<file path="src/rtl/change_detect_reg_bank.sv">
// Per-channel glitch-filtered register bank with change pulses,
// sticky change flags and a saturating change-event counter.
module change_detect_reg_bank #(
  parameter int WIDTH         = 8,
  parameter int STABLE_CYCLES = 1,
  parameter int CNT_WIDTH     = 8
) (
  input  logic                 clk,
  input  logic                 reset,
  input  logic                 en,
  input  logic [WIDTH-1:0]     d,
  input  logic [1:0]           mode,
  input  logic                 clr_flags,
  output logic [WIDTH-1:0]     q,
  output logic [WIDTH-1:0]     chg_pulse,
  output logic [WIDTH-1:0]     chg_sticky,
  output logic                 chg_any,
  output logic [CNT_WIDTH-1:0] chg_count
);

  localparam int CW = $clog2(STABLE_CYCLES + 1);
  localparam logic [CW-1:0] LAST = CW'(STABLE_CYCLES - 1);
  localparam logic [CNT_WIDTH-1:0] CNT_MAX = '1;

  logic [WIDTH-1:0][CW-1:0] cnt_q, cnt_d;
  logic [WIDTH-1:0]         q_q, q_d;
  logic [WIDTH-1:0]         pulse_q, pulse_d;
  logic [WIDTH-1:0]         sticky_q, sticky_d;
  logic [CNT_WIDTH-1:0]     count_q, count_d;

  logic [WIDTH-1:0] diff, commit, qual;
  logic             rise_ok, fall_ok, ev;

  always_comb begin
    rise_ok = 1'b0;
    fall_ok = 1'b0;
    unique case (mode)
      2'b00: begin
        rise_ok = 1'b1;
        fall_ok = 1'b1;
      end
      2'b01: rise_ok = 1'b1;
      2'b10: fall_ok = 1'b1;
      default: ;
    endcase
  end

  // diff=1 implies the new value is simply ~q, so no candidate storage
  always_comb begin
    diff   = d ^ q_q;
    commit = '0;
    qual   = '0;
    cnt_d  = cnt_q;
    q_d    = q_q;
    for (int i = 0; i < WIDTH; i++) begin
      if (en) begin
        if (!diff[i]) begin
          cnt_d[i] = '0;
        end else if (cnt_q[i] == LAST) begin
          commit[i] = 1'b1;
          q_d[i]    = d[i];
          cnt_d[i]  = '0;
        end else begin
          cnt_d[i] = cnt_q[i] + CW'(1);
        end
      end
      qual[i] = commit[i] & (d[i] ? rise_ok : fall_ok);
    end
  end

  // clear loses to a coincident event for both flags and count
  always_comb begin
    ev       = |qual;
    pulse_d  = qual;
    sticky_d = (clr_flags ? '0 : sticky_q) | qual;
    count_d  = count_q;
    if (clr_flags) begin
      count_d = ev ? CNT_WIDTH'(1) : '0;
    end else if (ev && count_q != CNT_MAX) begin
      count_d = count_q + CNT_WIDTH'(1);
    end
  end

  always_ff @(posedge clk or posedge reset) begin
    if (reset) begin
      cnt_q    <= '0;
      q_q      <= '0;
      pulse_q  <= '0;
      sticky_q <= '0;
      count_q  <= '0;
    end else begin
      cnt_q    <= cnt_d;
      q_q      <= q_d;
      pulse_q  <= pulse_d;
      sticky_q <= sticky_d;
      count_q  <= count_d;
    end
  end

  assign q          = q_q;
  assign chg_pulse  = pulse_q;
  assign chg_sticky = sticky_q;
  assign chg_any    = |sticky_q;
  assign chg_count  = count_q;

endmodule

</file>
<file path="config.mk">
export PLATFORM = sky130hd
export DESIGN_NAME = change_detect_reg_bank
export DESIGN_NICKNAME = d
export VERILOG_FILES = /design/src/rtl/change_detect_reg_bank.sv
export SDC_FILE = /design/constraint.sdc
export NUM_CORES = 1
export LEC_CHECK = 0
export ABC_AREA = 1
export BUFFER_PORTS_ARGS = -buffer_cell sky130_fd_sc_hd__clkbuf_2
export CAP_MARGIN = 20
export CORE_ASPECT_RATIO = 0.7
export CORE_UTILIZATION = 55
export DETAILED_ROUTE_END_ITERATION = 12
export GPL_TIMING_DRIVEN = 1
export PLACE_DENSITY = 0.82
export SETUP_SLACK_MARGIN = 0.15
export SLEW_MARGIN = 0
export SYNTH_ARGS = -nofsm -noshare
export SYNTH_HDL_FRONTEND = slang
export SYNTH_SLANG_ARGS = --single-unit
</file>
<file path="constraint.sdc">
create_clock -name clk -period 3.2 [get_ports clk]
set_input_delay 0.96 -clock clk [delete_from_list [all_inputs] [get_ports clk]]
set_output_delay 0.96 -clock clk [all_outputs]
set_load 0.05 [all_outputs]
</file>
==> impl_summary.txt <==
----------------------------------------------------
[Outcome]
  Outcome ... completed

[Routing]
  Drt first pass iters ... 6
  Via count of the routed design ... 1429
  Drt first-iter violations ... 92
  Detail Route Antenna Nets ... 0
  Total Routed Length ... 3.43 mm
  DR WL/cell ... 11.7 µm
  Count of unresolved DRC violations after routing ... 0
  Mean number of vias per cell ... 4.88

[Worst setup path]
  Worst-path maximum fanout ... 3
  Crit path arrival time ... 1.32 ns
  Crit path launch type ... flip-flop
  WP data required ... 2.24 ns
  Number of buffers and inverters on the critical path ... 1
  Endpoint type of the worst setup path ... output pin
  Crit path kind ... reg2out
  Largest incremental delay on the critical path ... 0.41 ns
  Cell with the largest stage delay on the worst path ... dfrtp_1
  Cell-by-cell trace of the critical path ... nor4_1, nand3_1, clkbuf_2
  Kind of cell adding the most delay to the critical path ... flip-flops

[GRT]
  Largest net degree at the start of global routing ... 33
  GRT Overall Usage ... 24.0%
  Vias in the first global route ... 1176
  Number of antenna violations at the first check in global routing ... 0
  Overflow left after global routing ... 0
  First-pass GRT wire length ... 5.40 mm

[Floorplan]
  Height of the chip ... 48.1 µm
  Row cnt ... 16
  Die Footprint ... 0.00326 mm²
  Placeable Area ... 0.00284 mm²
  Initial cell density of the core ... 58.6%
  DIE WIDTH ... 67.8 µm
  I/O pin total ... 47

[Run]
  Max Cap Viol ... 0

[STA]
  Post-route minimum period ... 2.28 ns
  Fmax ... 0.438 GHz
  Unrepaired setup endpoints after global routing ... no
  PnR worst setup slack ... 0.915 ns
  Final worst-path cycle share ... 71.4%
  Final Setup Violations ... 0
  Largest clock skew in the final design ... 0.00442 ns
  Final hold viol count ... 0
  Remaining max-slew budget at the tightest pin ... 62.8%
  Post-route setup TNS ... 0 ns
  Worst slew pin tran ... 0.554 ns
  Hold slack final ... 0.522 ns
  Number of max-slew violations in the final report ... 0

[Clock network]
  CTS Root Cell ... clkbuf_8
  Number of setup buffers added after CTS ... 0
  Number of hold buffers added after CTS ... 0
  Total clock buffers created by CTS ... 5
  CTS tree ... done
  Maximum level of the CTS H-tree ... 2
  Worst-path clk slew ... 0.06 ns
  Maximum buffer depth of the clock tree ... 2
  Cts repair resizes ... 0
  Number of clock sinks ... 32
  Worst-Skew Late Latency ... 0.29 ns

[Finish]
  Final cell utilization of the core ... 70.1%
  Most frequent standard cell in the layout excluding fill and tap cells ... nand2_1
  Final std cell area, no fill ... 0.00199 mm²
  Synth-to-layout area growth ... 19.5%
  Layout cell share with drive strength beyond 1 ... 30.4%
  Number of nets in the layout ... 271
  Antenna cells ... 0
  Non-filler instance count after layout ... 293
  Highest-count cells in the layout ignoring fill and taps ... nand2_1, clkbuf_2, nor2_1, dfrtp_1, inv_1

[Place]
  Placed Area ... 0.00190 mm²
  DP Wirelength ... 2.55 mm
  Count of input and output buffers ... 46
  Global placement routability congestion ... 0.772
  Pre-CTS setup slack ... 0.890 ns
  Cell total after placement ... 285

[Power and ir drop]
  Total chip power ... 1.14 mW
  Static Leak ... 1.21 nW
  Cell-internal power ... 0.700 mW
  Maximum vdd ir drop ... 333 µV
  Power dissipated by switching net loads ... 0.435 mW
  Power density normalized to cell area ... 570 mW/mm²
  Sw frac ... 38.3%
  Share of power burned in registers ... 42.2%
  Combinational cell fraction of total power ... 29.3%
  Clk pwr share ... 28.5%

[Synthesis]
  Seq/Total Area, Yosys ... 48.0%
  Cell area after synthesis ... 0.00167 mm²
  Synth unique cells ... 28
  YS warnings ... 0
  Post-Syn Area per Cell ... 8.05 µm²
  Seq cells post-synth ... 32
  Syn Nets ... 222
  Synth Instances ... 207

[Min path]
  Worst min-delay path category ... reg2reg

----------------------------------------------------
[final timing paths]
check | from | to | slack (ns) | cells past startpoint
setup / recovery | chg_sticky[1] | chg_any | 0.92 | 3
setup reg to reg | chg_count[0] | chg_count[7] | 1.57 | 8
max in group asynchronous | reset | chg_count[1] | 2.19 | 3
hold / removal | chg_sticky[2] | chg_sticky[2] | 0.52 | 2
min in group asynchronous | reset | chg_sticky[3] | 0.72 | 3
hold reg to reg | chg_sticky[2] | chg_sticky[2] | 0.52 | 2
[flip-flops by register name, indices dropped and copies added, names as in the netlist]
register	count
chg_count	8
chg_pulse	8
chg_sticky	8
q	8
[routing by layer]
metal / GRT usage (%) / up-vias / wire [µm]
met3: 7.86 / 5 / 159
met2: 36.2 / 29 / 1580
met1: 32.2 / 661 / 1650
met4: 10.0 / 0 / 40
li1: - / 734 / -
met5: 0 / - / 0
[tightest hold or removal path, cell delays in order (launching register included)]
cell     delay (ns)
dfrtp_1        0.37
nand2_1        0.06
nand2_1        0.05
[layout make-up]
class | count | area [µm²]
Fill cell | 234 | 851
Sequential cell | 32 | 801
Clock buffer | 8 | 90.1
Tap cell | 36 | 45.0
Multi-Input combinational cell | 146 | 728
Inverter | 24 | 90.1
Timing Repair Buffer | 47 | 238
[synthesized netlist by cell type (all sizes together)]
master  count  share of area (%)
nor2       35                8.6
clkinv      1               0.23
clkbuf      2               0.53
nand3b      1               0.45
nand4       4                1.9
nor3        1               0.30
nor4        1               0.38
dfrtp      32                 48
mux2        7                4.7
nand2      75                 19
inv        23                5.2
a21oi       1               0.30
o21ai       3               0.90
ha          1               0.75
nand3      11                3.3
xor2        4                2.1
or2         1               0.38
buf         3                2.3
nor3b       1               0.45
[cell families (layout without fill, tap and decap cells)]
family	Yosys count	after routing	share of synthesized area (%)
XOR/XNOR	4	4	2.10
AND/OR/NAND/NOR	130	130	34.9
flip-flops	32	32	48.0
buffers and inverters	29	79	8.26
AO/OA/AOI/OAI	4	4	1.20
adder cells (fa/ha/maj)	1	1	0.751
multiplexers	7	7	4.73
[power by group through the flow]
| stage | combinational (mW) | clock [mW] | sequential [mW] |
|---|---|---|---|
| floorplan | 0.122 | 0 | 0.615 |
| global placement | 0.326 | 0 | 0.484 |
| detailed placement | 0.333 | 0 | 0.486 |
| CTS | 0.334 | 0.328 | 0.479 |
| global route | 0.359 | 0.355 | 0.484 |
| finish | 0.333 | 0.324 | 0.479 |
Note: power is estimated with default switching activity, not from simulation.
